**src/rtl/memory_stage_if.sv**
```systemverilog
// Data-memory request/response channel used by memory_stage.
// master: the pipeline stage issuing loads/stores; slave: the data memory.
interface memory_stage_if;
  logic        dmem_req_valid;
  logic        dmem_req_ready;
  logic        dmem_we;
  logic [31:0] dmem_addr;
  logic [31:0] dmem_wdata;
  logic        dmem_rsp_valid;
  logic [31:0] dmem_rdata;

  modport master (
    output dmem_req_valid, dmem_we, dmem_addr, dmem_wdata,
    input  dmem_req_ready, dmem_rsp_valid, dmem_rdata
  );

  modport slave (
    input  dmem_req_valid, dmem_we, dmem_addr, dmem_wdata,
    output dmem_req_ready, dmem_rsp_valid, dmem_rdata
  );
endinterface

```
**src/rtl/memory_stage.sv**
```systemverilog
// memory_stage: MEM stage of the five-stage pipeline. Holds the EX/MEM and
// MEM/WB registers and runs loads/stores over a valid/ready data-memory
// channel, stalling the front of the pipeline while an access is in flight.
// Optional feature: define DMEM_ALIGN_CHECK_EN to suppress requests for
// word-misaligned loads/stores and flag them on mem_misaligned.
module memory_stage (
  input  logic           clk,
  input  logic           rst,
  input  logic           ex_valid,
  input  logic [4:0]     ex_rd,
  input  logic [31:0]    ex_alu_res,
  input  logic [31:0]    ex_store_data,
  input  logic           ex_WriteBack,
  input  logic           ex_MemoryRead,
  input  logic           ex_MemoryWrite,
  output logic           mem_stall,
  output logic [4:0]     EXMEM_rd,
  output logic [31:0]    EXMEM_AluRES,
  output logic           EXMEM_WriteBack,
  output logic [4:0]     MEMWB_rd,
  output logic [31:0]    MEMWB_AluRES,
  output logic           MEMWB_WriteBack,
  memory_stage_if.master dmem,
  output logic           mem_misaligned
);
  localparam int DATA_W = 32;
  localparam int REG_W  = 5;

  typedef enum logic [1:0] {S_IDLE, S_REQ, S_WAIT} state_e;

  state_e state_q, state_d;

  logic [REG_W-1:0]  rd_p0_q, rd_p0_d;
  logic [DATA_W-1:0] res_p0_q, res_p0_d;
  logic [DATA_W-1:0] sdata_p0_q, sdata_p0_d;
  logic              wb_p0_q, wb_p0_d;
  logic              mr_p0_q, mr_p0_d;
  logic              mw_p0_q, mw_p0_d;

  logic [REG_W-1:0]  rd_p1_q, rd_p1_d;
  logic [DATA_W-1:0] res_p1_q, res_p1_d;
  logic              wb_p1_q, wb_p1_d;

  logic done;
  logic ex_misal;
  logic p0_misal;
  logic ex_memop;
  logic p0_load;

`ifdef DMEM_ALIGN_CHECK_EN
  assign ex_misal = (ex_alu_res[1:0] != 2'b00);
  assign p0_misal = (mr_p0_q | mw_p0_q) & (res_p0_q[1:0] != 2'b00);
`else
  assign ex_misal = 1'b0;
  assign p0_misal = 1'b0;
`endif

  // A misaligned op (when checked) never reaches the memory, so it never starts an access.
  assign ex_memop = ex_valid & (ex_MemoryRead | ex_MemoryWrite) & ~ex_misal;
  assign p0_load  = mr_p0_q & ~mw_p0_q & ~p0_misal;

  // FSM state register
  always_ff @(posedge clk) begin
    if (rst) state_q <= S_IDLE;
    else     state_q <= state_d;
  end

  // FSM next state: a non-stalled edge either launches the next memory op or idles
  always_comb begin
    state_d = state_q;
    if (!mem_stall) begin
      state_d = ex_memop ? S_REQ : S_IDLE;
    end else if ((state_q == S_REQ) && dmem.dmem_req_ready) begin
      // only a load can be stalled in REQ while ready is high
      state_d = S_WAIT;
    end
  end

  // FSM outputs: request strobe, completion of the current access, and the stall
  always_comb begin
    done                = 1'b0;
    dmem.dmem_req_valid = 1'b0;
    case (state_q)
      S_REQ: begin
        dmem.dmem_req_valid = 1'b1;
        done                = dmem.dmem_req_ready & mw_p0_q;
      end
      S_WAIT:  done = dmem.dmem_rsp_valid;
      default: done = 1'b0;
    endcase
    mem_stall = (state_q != S_IDLE) & ~done;
  end

  // ---- EX -> EX/MEM (p0) ----
  // EX/MEM next value: capture EX when not stalled; an invalid EX slot becomes a bubble
  always_comb begin
    rd_p0_d    = rd_p0_q;
    res_p0_d   = res_p0_q;
    sdata_p0_d = sdata_p0_q;
    wb_p0_d    = wb_p0_q;
    mr_p0_d    = mr_p0_q;
    mw_p0_d    = mw_p0_q;
    if (!mem_stall) begin
      if (ex_valid) begin
        rd_p0_d    = ex_rd;
        res_p0_d   = ex_alu_res;
        sdata_p0_d = ex_store_data;
        wb_p0_d    = ex_WriteBack & (ex_rd != '0);
        mr_p0_d    = ex_MemoryRead;
        mw_p0_d    = ex_MemoryWrite;
      end else begin
        rd_p0_d    = '0;
        res_p0_d   = '0;
        sdata_p0_d = '0;
        wb_p0_d    = 1'b0;
        mr_p0_d    = 1'b0;
        mw_p0_d    = 1'b0;
      end
    end
  end

  // EX/MEM register
  always_ff @(posedge clk) begin
    if (rst) begin
      rd_p0_q    <= '0;
      res_p0_q   <= '0;
      sdata_p0_q <= '0;
      wb_p0_q    <= 1'b0;
      mr_p0_q    <= 1'b0;
      mw_p0_q    <= 1'b0;
    end else begin
      rd_p0_q    <= rd_p0_d;
      res_p0_q   <= res_p0_d;
      sdata_p0_q <= sdata_p0_d;
      wb_p0_q    <= wb_p0_d;
      mr_p0_q    <= mr_p0_d;
      mw_p0_q    <= mw_p0_d;
    end
  end

  // ---- EX/MEM (p0) -> MEM/WB (p1) ----
  // MEM/WB next value: advance on a non-stalled edge (load data comes from memory), bubble otherwise
  always_comb begin
    rd_p1_d  = rd_p1_q;
    res_p1_d = res_p1_q;
    wb_p1_d  = 1'b0;
    if (!mem_stall) begin
      rd_p1_d  = rd_p0_q;
      wb_p1_d  = wb_p0_q & ~p0_misal;
      res_p1_d = p0_load ? dmem.dmem_rdata : res_p0_q;
    end
  end

  // MEM/WB register
  always_ff @(posedge clk) begin
    if (rst) begin
      rd_p1_q  <= '0;
      res_p1_q <= '0;
      wb_p1_q  <= 1'b0;
    end else begin
      rd_p1_q  <= rd_p1_d;
      res_p1_q <= res_p1_d;
      wb_p1_q  <= wb_p1_d;
    end
  end

  // Request fields come straight from EX/MEM, which is frozen while stalled.
  assign dmem.dmem_addr  = res_p0_q;
  assign dmem.dmem_wdata = sdata_p0_q;
  assign dmem.dmem_we    = mw_p0_q;

  assign mem_misaligned  = p0_misal;

  assign EXMEM_rd        = rd_p0_q;
  assign EXMEM_AluRES    = res_p0_q;
  assign EXMEM_WriteBack = wb_p0_q;
  assign MEMWB_rd        = rd_p1_q;
  assign MEMWB_AluRES    = res_p1_q;
  assign MEMWB_WriteBack = wb_p1_q;
endmodule

```
**src/flat_wrapper.sv**
```systemverilog
// flat-port wrapper written by rule: the top's interface ports become plain ports
module memory_stage_flat 
  (clk, rst, ex_valid, ex_rd, ex_alu_res, ex_store_data, ex_WriteBack, ex_MemoryRead, ex_MemoryWrite, mem_stall, EXMEM_rd, EXMEM_AluRES, EXMEM_WriteBack, MEMWB_rd, MEMWB_AluRES, MEMWB_WriteBack, mem_misaligned, dmem_dmem_req_valid, dmem_dmem_we, dmem_dmem_addr, dmem_dmem_wdata, dmem_dmem_req_ready, dmem_dmem_rsp_valid, dmem_dmem_rdata);
  memory_stage_if dmem_i ();
  input  logic clk;
  input  logic rst;
  input  logic ex_valid;
  input  logic [4:0] ex_rd;
  input  logic [31:0] ex_alu_res;
  input  logic [31:0] ex_store_data;
  input  logic ex_WriteBack;
  input  logic ex_MemoryRead;
  input  logic ex_MemoryWrite;
  output logic mem_stall;
  output logic [4:0] EXMEM_rd;
  output logic [31:0] EXMEM_AluRES;
  output logic EXMEM_WriteBack;
  output logic [4:0] MEMWB_rd;
  output logic [31:0] MEMWB_AluRES;
  output logic MEMWB_WriteBack;
  output logic mem_misaligned;
  output wire logic [$bits(dmem_i.dmem_req_valid)-1:0] dmem_dmem_req_valid;
  output wire logic [$bits(dmem_i.dmem_we)-1:0] dmem_dmem_we;
  output wire logic [$bits(dmem_i.dmem_addr)-1:0] dmem_dmem_addr;
  output wire logic [$bits(dmem_i.dmem_wdata)-1:0] dmem_dmem_wdata;
  input wire logic [$bits(dmem_i.dmem_req_ready)-1:0] dmem_dmem_req_ready;
  input wire logic [$bits(dmem_i.dmem_rsp_valid)-1:0] dmem_dmem_rsp_valid;
  input wire logic [$bits(dmem_i.dmem_rdata)-1:0] dmem_dmem_rdata;
  assign dmem_dmem_req_valid = dmem_i.dmem_req_valid;
  assign dmem_dmem_we = dmem_i.dmem_we;
  assign dmem_dmem_addr = dmem_i.dmem_addr;
  assign dmem_dmem_wdata = dmem_i.dmem_wdata;
  assign dmem_i.dmem_req_ready = dmem_dmem_req_ready;
  assign dmem_i.dmem_rsp_valid = dmem_dmem_rsp_valid;
  assign dmem_i.dmem_rdata = dmem_dmem_rdata;
  memory_stage u_core (.clk(clk), .rst(rst), .ex_valid(ex_valid), .ex_rd(ex_rd), .ex_alu_res(ex_alu_res), .ex_store_data(ex_store_data), .ex_WriteBack(ex_WriteBack), .ex_MemoryRead(ex_MemoryRead), .ex_MemoryWrite(ex_MemoryWrite), .mem_stall(mem_stall), .EXMEM_rd(EXMEM_rd), .EXMEM_AluRES(EXMEM_AluRES), .EXMEM_WriteBack(EXMEM_WriteBack), .MEMWB_rd(MEMWB_rd), .MEMWB_AluRES(MEMWB_AluRES), .MEMWB_WriteBack(MEMWB_WriteBack), .dmem(dmem_i), .mem_misaligned(mem_misaligned));
endmodule
```
**config.mk**
```make
export PLATFORM = sky130hd
export DESIGN_NAME = memory_stage_flat
export DESIGN_NICKNAME = d
export VERILOG_FILES = /design/src/rtl/memory_stage_if.sv /design/src/rtl/memory_stage.sv /design/src/flat_wrapper.sv
export SDC_FILE = /design/constraint.sdc
export NUM_CORES = 1
export LEC_CHECK = 0
export CAP_MARGIN = 0
export CORE_MARGIN = 2
export CORE_UTILIZATION = 41
export DETAILED_ROUTE_END_ITERATION = 8
export GPL_TIMING_DRIVEN = 0
export MAX_ROUTING_LAYER = met4
export PLACE_DENSITY = 0.82
export SYNTH_ARGS = -nofsm -noshare
export SYNTH_HDL_FRONTEND = slang
export SYNTH_SLANG_ARGS = --single-unit
```
**constraint.sdc**
```tcl
create_clock -name clk -period 2.3 [get_ports clk]
set_input_delay 0.23 -clock clk [delete_from_list [all_inputs] [get_ports clk]]
set_output_delay 0.23 -clock clk [all_outputs]
set_load 0.02 [all_outputs]
```
==> results of run 1 <==
registers in the layout, indices dropped and copies added, names as in the netlist:
register and cells:
u_core.MEMWB_rd 5, u_core.EXMEM_rd 5, u_core.EXMEM_AluRES 32, u_core.mr_p0_q 1
u_core.EXMEM_WriteBack 1, u_core.dmem.dmem_we 1, u_core.MEMWB_AluRES 32, u_core.MEMWB_WriteBack 1
u_core.state_q 2, u_core.dmem.dmem_wdata 32
synthesized netlist by cell type (all sizes together):
cell / number
o221ai: 1
nand4: 1
nand2: 2
and4: 1
conb: 1
nor2: 1
a21oi: 75
clkbuf: 32
or4: 1
nand3b: 1
o211ai: 70
nand2b: 3
nand3: 75
buf: 68
a211oi: 33
a31o: 2
a31oi: 1
inv: 3
nor4b: 1
o21ai: 5
ha: 3
nor2b: 1
dfxtp: 112
nor3: 32
mux2i: 34
per-stage QoR:
stage	util	TNS (ns)	power (uW)
floorplan	-	0	2680
global route	0.680	0	5200
global placement	0.647	-0.191	3230
CTS	0.679	0	5030
detailed placement	0.647	-0.237	3260
finish	0.680	0	5000
layout make-up:
type | count | area [sq um] | share of cell area
multi-input combinational | 344 | 2280 | 0.278
sequential | 112 | 2240 | 0.274
timing repair buffer | 255 | 2540 | 0.310
clock inverter | 3 | 90.1 | 0.0110
buffer | 99 | 579 | 0.0707
tap | 168 | 210 | 0.0256
clock buffer | 12 | 246 | 0.0301
inverter | 3 | 11.3 | 0.00137
cells in the final DEF, fill, tap and decap left out, drive strengths merged:
master,synthesis,layout
o211ai,70,70
conb,1,1
dfxtp,112,112
inv,3,3
nand3,75,75
nand4,1,1
nor3,32,32
bufinv,0,3
o221ai,1,1
and4,1,1
clkdlybuf4s50,0,249
buf,68,70
a211oi,33,33
a31oi,1,1
dlygate4sd2,0,1
ha,3,3
a31o,2,2
o21ai,5,5
mux2i,34,34
nor2,1,1
nand2,2,2
nand2b,3,3
nand3b,1,1
clkbuf,32,46
nor4b,1,1
a21oi,75,75
nor2b,1,1
or4,1,1
routing by layer:
metal	vias up	routed length (um)	global-route usage
met5	-	0	-
li1	2582	-	-
met2	248	9370	0.473
met1	2640	7400	0.327
met3	25	1290	0.0622
met4	0	289	0.0819
timing repair:
item / CTS / global route
gates resized for setup: 4 / 10
pin swaps: 3 / 0
endpoints found under the setup margin: 1 / 60
buffers inserted: 5 / 0
kinds of logic after synthesis:
group	count (synthesis)
buf+inv	103
mux	34
flops	112
other cells	1
compound gates	187
simple gates	119
fa+ha+maj	3
power groups by stage:
stage / Combinational, uW / Clock [uW] / Sequential, uW
detailed placement: 1080 / 0 / 2180
finish: 1100 / 1770 / 2130
floorplan: 394 / 0 / 2290
CTS: 1100 / 1800 / 2130
global placement: 1060 / 0 / 2170
global route: 1160 / 1890 / 2150
how the worst max path moves through the flow:
stage,from,endpoint,slack [ns],cells after the start
finish,u_core.state_q[0],mem_stall,0.1,6
CTS,u_core.state_q[0],u_core.dmem.dmem_wdata[12],0.04,8
floorplan,u_core.state_q[0],u_core.dmem.dmem_wdata[26],0.60,8
detailed placement,u_core.state_q[0],mem_stall,-0.24,7
global route,u_core.state_q[0],mem_stall,0.0007,6
global placement,u_core.state_q[0],mem_stall,-0.19,7
worst reg2reg max path, delay by kind of cell (launching register included):
kind	cells	cell delay, ns
buffers and inverters	4	0.79
adders and majority gates	1	0.37
DFF	1	0.36
AOI/OAI and AO/OA	1	0.18
and+or+nand+nor	2	0.41
==> key figures, run 1 <==
Setup path
  • Largest fanout on the critical path: 4
  • Bufs and invs on worst path: 3
  • Worst Path Arrival: around 2.0 ns
  • Maximum single-stage delay on the critical path: 0.38 ns
  • RR Endpoint: u_core.dmem.dmem_wdata[12]
  • Top delay family on crit path: buffers and inverters
  • Critical R2R Launch: u_core.state_q[0]
  • CP required: 2.07 ns
  • Crit path cell chain: inv_1, ha_1, nand4_1, nand2_8, inv_1, dlygate4sd2_1
  • Crit end category: primary output
  • CP Launch Type: flip-flop
  • R2R depth: 8
  • Crit Path Category: flip-flop to primary output
  • CP most frequent cell: inv_1
  • CP max-delay cell: ha_1
  • R2R setup slack: 0.11 ns

Synthesis
  • Synth top area share: 0.441
  • Simple-Gate Fraction of Synth Area: 0.121
  • Yosys warning total: 0
  • XOR/XNOR share of the synthesized area: 0
  • Synth area leaders: dfxtp_1 44%, o211ai_1 8.9%, a21oi_1 7.4%
  • FF+latch count, synth: 112
  • Mean post-synth cell area: 9.10 sq um
  • Cell area after synthesis: 5090 sq um
  • Post-Synth Adder-Cell Area: 0.00738
  • Syn_nets: 671
  • Cells after Synth: 559
  • Area leader, netlist: dfxtp_1
  • Library cells used by synthesis: 31
  • Largest family of logic cells by synthesized area: compound AO/OA/AOI/OAI gates
  • Register area share after synthesis: 0.441
  • Synth Area in Compound Gates: 0.248
  • Mux share of post-synthesis cell area: 0.0669

Floorplanning
  • Die Y: 115 um
  • Die area: between 10,000 and 15,000 sq um
  • Cell Rows: 40
  • Initial core utilization: 0.422
  • I/O pin count: 253
  • Placeable core region: 12,100 sq um
  • Die W: 115 um

STA
  • Final WS setup: roughly 0.1 ns
  • Fmax: around 0.45 GHz
  • Setup Skew: about 0.0061 ns
  • RSZ-0062 raised after global routing: false
  • Worst Tran Pin Value: 0.658 ns
  • Fin crit share: 0.958
  • Final Hold Fails: 0
  • Rel. slew slack: 0.561
  • Final setup vio count: 0
  • Final Critical Period: approximately 2.2 ns
  • Worst hold slack: 0.329 ns
  • Final Max Tran Viols: 0

Job
  • Max_cap viols: 0

Power and ir drop
  • Switching share of power: 0.259
  • Clock share of power: 0.354
  • Switch Pwr: 1300 uW
  • Worst VDD drop: around 0.57 mV
  • Pwr/cell area: ~610 nW/um^2
  • Seq pwr share: 0.427
  • Gate power share: 0.220
  • Internal power: around 3700 uW
  • Leak pwr: 0.00310 uW

Placed design
  • Place WS: -0.237 ns
  • RePlAce Congestion: 0.849
  • Dpl cells: between 900 and 1,000
  • Placed inst area: 7800 sq um
  • Input/output buffers: 250
  • DP HPWL: ~14 mm

Min path
  • Hold Path Sink: u_core.EXMEM_AluRES[31]
  • Hold WC Path Type: input pin to flip-flop
  • Hold path startpoint: ex_valid
  • Hold path cells: 3

Clock network
  • H-tree lvl count: 3
  • Worst-case clock buffer depth: 2
  • CTS Buf Count: 9
  • Clk Latency, worst-skew pair: about 0.34 ns
  • Reg clk slew, reported paths: 0.07 ns
  • CTS tree: done
  • Root Buffer Master: clkbuf_16
  • Cts hold-fix bufs: 0
  • CTS Sinks: ~110

Global routing
  • All-layer global routing usage: 0.278
  • First-pass GRT wire length: 28.2 mm
  • Vias in the first global route: 5,450
  • GRT overflow: 0
  • Largest net degree at the start of global routing: 17
  • Antenna violations before repair: 0

Routing
  • Drt pass-1 iters: 5
  • Via/cell ratio: 5.52
  • Residual DRC: 0
  • DR WL/cell: 18.4 um
  • Antenna-violating nets left: 0
  • Via count: 5,495
  • Final WL: 18.3 mm
  • Iter 0 DRT Violations: 361

Cells and area
  • Final instance area: 8200 sq um
  • Final-layout fill cell count: 961
  • Finished Layout Cells: 996
  • Layout cells sized above 1: 0.123
  • Area grow syn2layout: 61.1%
  • N_diodes: 0
  • NumNets Final: 936

Status
  • Status: complete, no violations
Power figures use the tool's default switching activity.
==> run 2: changes to the inputs <==
Settings changed: CORE_UTILIZATION 41 to 44, PLACE_DENSITY 0.82 to 0.87.
Clock period 2.3 ns to 2.8 ns, I/O delays scaled along.
==> run 2 against run 1 <==
Wire length is 2.0% lower. Largest cell class unchanged. Clock power shrank 27%. Highest routed layer unchanged. Cell area fell by 1.5%. Via count shrank 0.29%. Non-clock buffer count is 5 lower. Global-route usage is 0.62 points higher.
==> key figures, run 2 (same netlist as run 1, synthesis figures left out) <==
STA
  • Rel. slew slack: 0.585 (was 0.561)
  • Worst Tran Pin Value: 0.622 ns (was 0.658 ns)
  • Worst hold slack: 0.356 ns (was 0.329 ns)
  • RSZ-0062 raised after global routing: false (unchanged)
  • Fin crit share: 0.961
  • Setup Skew: 0.00663 ns (was 0.00609 ns)
  • Final Hold Fails: 0 (unchanged)
  • Final Critical Period: 2.69 ns
  • Final setup vio count: 0 (unchanged)
  • Fmax: 0.372 GHz
  • Final Max Tran Viols: 0 (unchanged)
  • TNS Setup: 0 ns (unchanged)

Clock network
  • Clk Latency, worst-skew pair: 0.35 ns (was 0.34 ns)
  • Reg clk slew, reported paths: 0.07 ns (about the same)
  • CTS Buf Count: 9 (unchanged)
  • Worst-case clock buffer depth: 2 (unchanged)
  • Post-CTS setup buffers: 0 (was 5)
  • H-tree lvl count: 3 (unchanged)
  • CTS Sinks: 112 (unchanged)
  • Root Buffer Master: clkbuf_16 (unchanged)
  • CTS tree: done (unchanged)

Floorplanning
  • Cell Rows: 39 (was 40)
  • Die W: 112 um (was 115 um)
  • Die Y: 112 um (was 115 um)
  • I/O pin count: 253 (unchanged)
  • Die area: 12,400 sq um (was 13,300 sq um)
  • Placeable core region: 11,400 sq um (was 12,100 sq um)
  • Initial core utilization: 0.447 (was 0.422)

Setup path
  • R2R depth: 6 (was 8)
  • Bufs and invs on worst path: 3 (unchanged)
  • Largest fanout on the critical path: 19 (was 4)
  • Top delay family on crit path: buffers and inverters (unchanged)
  • Crit path cell chain: inv_1, ha_1, nand4_1, nand2_4, inv_1, clkdlybuf4s50_1 (was inv_1, ha_1, nand4_1, nand2_8, inv_1, dlygate4sd2_1)
  • CP max-delay cell: clkdlybuf4s50_1 (was ha_1)
  • CP required: 2.52 ns (was 2.07 ns)
  • Maximum single-stage delay on the critical path: 0.56 ns (was 0.38 ns)
  • Critical R2R Launch: u_core.state_q[1] (was u_core.state_q[0])
  • Crit Path Category: flip-flop to primary output (unchanged)
  • Worst Path Arrival: 2.41 ns (was 1.97 ns)
  • Crit end category: primary output (unchanged)
  • RR Endpoint: u_core.MEMWB_AluRES[13] (was u_core.dmem.dmem_wdata[12])
  • CP Launch Type: flip-flop (unchanged)
  • R2R setup slack: 0.63 ns (was 0.11 ns)
  • CP most frequent cell: inv_1 (unchanged)

Cells and area
  • Area grow syn2layout: 58.7% (was 61.1%)
  • N_diodes: 0 (unchanged)
  • Commonest non-fill, non-tap cell in the layout: clkdlybuf4s50_1 (unchanged)
  • Finished Layout Cells: 967 (was 996)
  • Layout cells sized above 1: 0.114 (was 0.123)
  • Layout Utilization: 0.710 (was 0.680)
  • Most frequent cells in the layout: 250 x clkdlybuf4s50_1, 112 x dfxtp_1, 75 x nand3_1, 75 x a21oi_1, 60 x o211ai_1 (was 249 x clkdlybuf4s50_1, 112 x dfxtp_1, 75 x nand3_1, 75 x a21oi_1, 60 x o211ai_1)
  • NumNets Final: 931 (was 936)

Routing
  • Final WL: 18.0 mm (was 18.3 mm)
  • Drt pass-1 iters: 6 (was 5)
  • Via count: 5,479 (was 5,495)
  • Antenna-violating nets left: 0 (unchanged)
  • Residual DRC: 0 (unchanged)
  • Via/cell ratio: 5.67 (was 5.52)
  • Iter 0 DRT Violations: 495 (was 361)
  • DR WL/cell: 18.6 um (was 18.4 um)

Power and ir drop
  • Power, Total: 3950 uW (was 5000 uW)
  • Switch Pwr: 1110 uW (was 1300 uW)
  • Gate power share: 0.226 (was 0.220)
  • Switching share of power: 0.281 (was 0.259)
  • Clock share of power: 0.330 (was 0.354)
  • Pwr/cell area: 489 nW/um^2 (was 610 nW/um^2)
  • Leak pwr: 0.00303 uW (was 0.00310 uW)
  • Internal power: 2840 uW (was 3710 uW)
  • Seq pwr share: 0.443 (was 0.427)
  • Worst VDD drop: 0.346 mV (was 0.572 mV)

Placed design
  • Input/output buffers: 250 (unchanged)
  • RePlAce Congestion: 0.873 (was 0.849)
  • DP HPWL: 13.4 mm (was 13.7 mm)
  • Dpl cells: 952 (was 977)

Min path
  • Hold path startpoint: ex_valid (unchanged)
  • Hold Path Sink: u_core.EXMEM_AluRES[31] (unchanged)
  • Hold WC Path Type: input pin to flip-flop (unchanged)
  • Hold path cells: 3 (unchanged)

Global routing
  • GRT Max-Usage Layer: met2 (unchanged)
  • M1 GR Usage: 0.338 (was 0.327)
  • Grt met3 use: 0.0408 (was 0.0622)
  • Met2 GRT Util: 0.503 (was 0.473)
  • Vias in the first global route: 5,376 (was 5,450)
  • First-pass GRT wire length: 27.8 mm (was 28.2 mm)
  • All-layer global routing usage: 0.284 (was 0.278)
  • GRT overflow: 0 (unchanged)
  • Largest net degree at the start of global routing: 20 (was 17)
  • Antenna violations before repair: 0 (unchanged)

Job
  • Max_cap viols: 0 (unchanged)

Status
  • Status: complete, no violations (unchanged)
run 2: cell types whose count changed in the layout (fill, tap and decap cells not counted), sizes merged, moves of 2 or more:
cell and change:
buf -3, bufinv -2, clkbuf -5, clkinv +2, clkinvlp +3
run 2: power groups by stage:
stage	logic (uW)	clock network [uW]	registers, uW
after floorplan	323	0	1880
after global placement	867	0	1780
after detailed placement	887	0	1790
after CTS	893	1310	1750
after global routing	946	1370	1760
final	894	1300	1750
run 2: worst reg2reg max path: cells and delay by family, from the launching register on:
kind	cells	cell delay, ns
AND/OR/NAND/NOR	2	0.53
AO/OA/AOI/OAI	1	0.17
buffers and inverters	2	0.58
adder cells (fa/ha/maj)	1	0.39
flip-flops	1	0.37
run 2: final cells by class:
| type | instances | area, sq um |
|---|---|---|
| Buffer | 99 | 572 |
| Tap cell | 143 | 179 |
| Fill cell | 855 | 3300 |
| Inverter | 3 | 11.3 |
| Clock inverter | 7 | 71.3 |
| Timing Repair Buffer | 250 | 2500 |
| Multi-Input combinational cell | 344 | 2270 |
| Sequential cell | 112 | 2240 |
| Clock buffer | 9 | 225 |
run 2: worst max-delay path by stage:
stage | slack, ns | from | to | cells after the start
6_report | 0.11 | u_core.state_q[1] | mem_stall | 6
5_1_grt | 0.01 | u_core.state_q[0] | mem_stall | 6
4_1_cts | 0.13 | u_core.state_q[0] | mem_stall | 6
3_5_place_dp | 0.23 | dmem_dmem_rsp_valid | mem_stall | 6
3_3_place_gp | 0.22 | dmem_dmem_rsp_valid | mem_stall | 6
2_1_floorplan | 1.09 | u_core.state_q[0] | mem_stall | 6
run 2: per-stage QoR:
stage	cell area, sq um	worst slack [ns]
floorplan	5090	1.09
global placement	7770	0.218
detailed placement	7770	0.226
CTS	8070	0.125
global route	8070	0.0107
finish	8070	0.111
run 2: timing repair:
item | 4_1_cts | 5_1_grt
hold buffers | 0 | 0
endpoints found under the setup margin | 1 | 0
resized for setup | 2 | 0
run 2: per-layer routing:
layer / wire, um / vias to the layer above
li1: - / 2570
met1: 7290 / 2619
met2: 9330 / 265
met3: 1100 / 25
met4: 254 / 0
met5: 0 / -
==> run 3: changes to the inputs <==
Settings changed: ABC_AREA set to 1, CORE_MARGIN 2 to 3, CORE_UTILIZATION 44 to 45.
Clock period 2.8 ns to 3.1 ns, I/O delays scaled along.
==> run 3 against run 2 <==
Register-to-register slack improved by 0.72 ns. Critical path depth grew 3. First-iteration DRC count is 9.7% lower. Clock-buffer cell count grew 2. Clock power decreased by 10%. Cell area increased by 3.5%.
==> key figures, run 3 <==
Placed design
  • Place WS: 0.680 ns (was 0.226 ns)
  • DP HPWL: 13.9 mm (was 13.4 mm)
  • RePlAce Congestion: 0.901 (was 0.873)
  • Input/output buffers: 249 (was 250)

Power and ir drop
  • Pwr/cell area: 433 nW/um^2 (was 489 nW/um^2)
  • Worst VDD drop: 0.253 mV (was 0.346 mV)
  • Leak pwr: 0.00386 uW (was 0.00303 uW)

STA
  • Final Hold Fails: 0 (unchanged)
  • Fmax: 0.374 GHz
  • Setup Skew: 0.0104 ns (was 0.00663 ns)
  • Worst Tran Pin Value: 0.552 ns (was 0.622 ns)
  • Final setup vio count: 0 (unchanged)
  • Fin crit share: 0.862
  • Rel. slew slack: 0.632 (was 0.585)
  • Final WS setup: 0.428 ns (was 0.111 ns)
  • TNS Setup: 0 ns (unchanged)
  • Final Critical Period: between 2 and 3 ns
  • Final Max Tran Viols: 0 (unchanged)
  • RSZ-0062 raised after global routing: false (unchanged)

Synthesis
  • Yosys warning total: 0 (unchanged)
  • Synth area leaders: dfxtp_1 42%, nand2_1 27%, nor2_1 10% (was dfxtp_1 44%, o211ai_1 8.9%, a21oi_1 7.4%)
  • Mean post-synth cell area: 6.49 sq um (was 9.10 sq um)
  • Post-synth EDFFs: 0 (unchanged)
  • Synth Flop Type: dfxtp_1 (unchanged)
  • Ys async rst share: 0 (unchanged)
  • Count leader, synth: nand2_1 (was dfxtp_1)
  • Cell area after synthesis: 5400 sq um (was 5090 sq um)
  • Cells after Synth: 831 (was 559)
  • Commonest cells post-synth: 386 x nand2_1, 148 x nor2_1, 112 x dfxtp_1 (was 112 x dfxtp_1, 75 x a21oi_1, 75 x nand3_1)
  • Synth top area share: 0.416 (was 0.441)
  • FF+latch count, synth: 112 (unchanged)
  • Area leader, netlist: dfxtp_1 (unchanged)
  • Register area share after synthesis: 0.416 (was 0.441)
  • Library cells used by synthesis: 20 (was 31)
  • Syn_nets: 943 (was 671)

Setup path
  • Worst Path Arrival: 2.36 ns (was 2.41 ns)
  • CP required: 2.79 ns (was 2.52 ns)
  • Bufs and invs on worst path: 4 (was 3)
  • CP Launch Type: flip-flop (unchanged)
  • Top delay family on crit path: buffers and inverters (unchanged)
  • CP max-delay cell: clkdlybuf4s50_1 (unchanged)
  • Critical R2R Launch: u_core.state_q[1] (unchanged)
  • Crit path cell chain: inv_1, ha_1, nand3_1, nand2_1, nand2_2, nand2_4, inv_2, buf_2, clkdlybuf4s50_1 (was inv_1, ha_1, nand4_1, nand2_4, inv_1, clkdlybuf4s50_1)
  • RR Endpoint: u_core.EXMEM_AluRES[7] (was u_core.MEMWB_AluRES[13])
  • R2R setup slack: 1.35 ns (was 0.63 ns)
  • R2R depth: 10 (was 6)
  • Largest fanout on the critical path: 10 (was 19)
  • Maximum single-stage delay on the critical path: 0.65 ns (was 0.56 ns)
  • Crit Path Category: flip-flop to primary output (unchanged)
  • Crit end category: primary output (unchanged)

Routing
  • Residual DRC: 0 (unchanged)
  • Via count: 5,944 (was 5,479)
  • Final WL: 18.1 mm (was 18.0 mm)
  • Iter 0 DRT Violations: 447 (was 495)
  • DR WL/cell: 14.6 um (was 18.6 um)
  • Antenna-violating nets left: 0 (unchanged)
  • Drt pass-1 iters: 5 (was 6)
  • Via/cell ratio: 4.80 (was 5.67)

Min path
  • Hold path startpoint: rst (was ex_valid)
  • Hold Path Sink: u_core.EXMEM_rd[4] (was u_core.EXMEM_AluRES[31])
  • Hold path cells: 4 (was 3)
  • Hold WC Path Type: input pin to flip-flop (unchanged)

Cells and area
  • Commonest non-fill, non-tap cell in the layout: nand2_1 (was clkdlybuf4s50_1)
  • N_diodes: 0 (unchanged)
  • Layout cells sized above 1: 0.0776 (was 0.114)
  • Most frequent cells in the layout: 386 x nand2_1, 249 x clkdlybuf4s50_1, 148 x nor2_1, 112 x dfxtp_1, 40 x buf_4 (was 250 x clkdlybuf4s50_1, 112 x dfxtp_1, 75 x nand3_1, 75 x a21oi_1, 60 x o211ai_1)
  • NumNets Final: 1,203 (was 931)
  • Area grow syn2layout: 54.9% (was 58.7%)

Floorplanning
  • Die Y: 115 um (was 112 um)
  • I/O pin count: 253 (unchanged)
  • Die area: 13,300 sq um (was 12,400 sq um)
  • Cell Rows: 39 (unchanged)
  • Die W: 115 um (was 112 um)
  • Initial core utilization: 0.467 (was 0.447)
  • Placeable core region: 11,600 sq um (was 11,400 sq um)

Clock network
  • CTS Sinks: 112 (unchanged)
  • Cts hold-fix bufs: 0 (unchanged)
  • Post-CTS setup buffers: 0 (unchanged)
  • H-tree lvl count: 3 (unchanged)
  • Reg clk slew, reported paths: 0.08 ns (was 0.07 ns)
  • Clk Latency, worst-skew pair: 0.35 ns (about the same)
  • CTS Buf Count: 9 (unchanged)
  • Root Buffer Master: clkbuf_16 (unchanged)
  • Post-CTS sizing: 0 (was 2)
  • Worst-case clock buffer depth: 2 (unchanged)
  • CTS tree: done (unchanged)

Global routing
  • GRT Max-Usage Layer: met2 (unchanged)
  • GRT overflow: 0 (unchanged)
  • Largest net degree at the start of global routing: 18 (was 20)
  • M1 GR Usage: 0.334 (was 0.338)
  • First-pass GRT wire length: 27.5 mm (was 27.8 mm)
  • Antenna violations before repair: 0 (unchanged)
  • Grt met3 use: 0.0580 (was 0.0408)
  • Met2 GRT Util: 0.452 (was 0.503)
  • All-layer global routing usage: 0.271 (was 0.284)
  • Vias in the first global route: 5,406 (was 5,376)

Job
  • Max_cap viols: 0 (unchanged)

Status
  • Status: complete, no violations (unchanged)
-- run 3: changes by cell type after synthesis, moves of 14 or more --
cell / previous run / this run
nand3b_1: 1 / 39
clkbuf_1: 32 / 18
nor2_1: 1 / 148
a211oi_1: 33 / 0
a21oi_1: 75 / 3
nand2_1: 1 / 386
mux2i_1: 34 / 0
nand3_1: 75 / 37
nor3_1: 32 / 1
o211ai_1: 60 / 0
-- run 3: power by group --
part	internal [uW]	total, uW	switching (uW)
Combinational	438	865	428
Clock	627	1170	538
Sequential	1520	1590	68.1
-- run 3: how the worst max path moves through the flow --
stage	end	cells after the start	startpoint	slack, ns
after floorplan	mem_stall	8	u_core.state_q[1]	1.52
after global placement	mem_stall	8	dmem_dmem_req_ready	0.69
after detailed placement	mem_stall	8	dmem_dmem_req_ready	0.68
after CTS	mem_stall	9	u_core.state_q[1]	0.44
after global routing	mem_stall	9	u_core.state_q[1]	0.31
final	mem_stall	9	u_core.state_q[1]	0.43
-- run 3: stage by stage --
step / utilization / cell area, sq um / total power (uW) / cells / hold slack (ns)
after floorplan: - / 5400 / 2050 / 831 / 0.448
after global placement: 0.698 / 8070 / 2470 / 1223 / 0.427
after detailed placement: 0.698 / 8070 / 2480 / 1223 / 0.431
after CTS: 0.723 / 8360 / 3620 / 1239 / 0.438
after global routing: 0.723 / 8360 / 3750 / 1239 / 0.465
final: 0.723 / 8360 / 3620 / 1239 / 0.434
-- run 3: final cells by class --
class                   count  area, sq um
repair buffers            249         2490
well taps                 143          179
flip-flops and latches    112         2240
inverters                   7         26.3
clock inverters             5         57.6
multi-input cells         622         2580
plain buffers              90          547
fillers                   952         3210
clock buffers              11          233
-- run 3: logic make-up after synthesis --
family,share of synthesized area
other,0.000695
AO/OA/AOI/OAI,0.00417
buffers and inverters,0.106
AND/OR/NAND/NOR,0.466
adder cells (fa/ha/maj),0.00696
flip-flops,0.416
-- run 3: layer usage --
layer | vias up | part of all wire | wire [um]
met5 | - | 0 | 0
met4 | 0 | 0.017 | 302
li1 | 3021 | - | -
met3 | 25 | 0.077 | 1390
met2 | 249 | 0.49 | 8850
met1 | 2649 | 0.42 | 7580
-- run 3: worst register-to-register path, stage by stage, from the launching register on --
cell,delay [ns]
dfxtp_1,0.36
inv_1,0.08
ha_1,0.25
nand3_1,0.11
nand2_1,0.07
nand2_2,0.11
nand2_4,0.09
nor2_4,0.21
buf_2,0.27
nand2_1,0.09
nand2_1,0.07
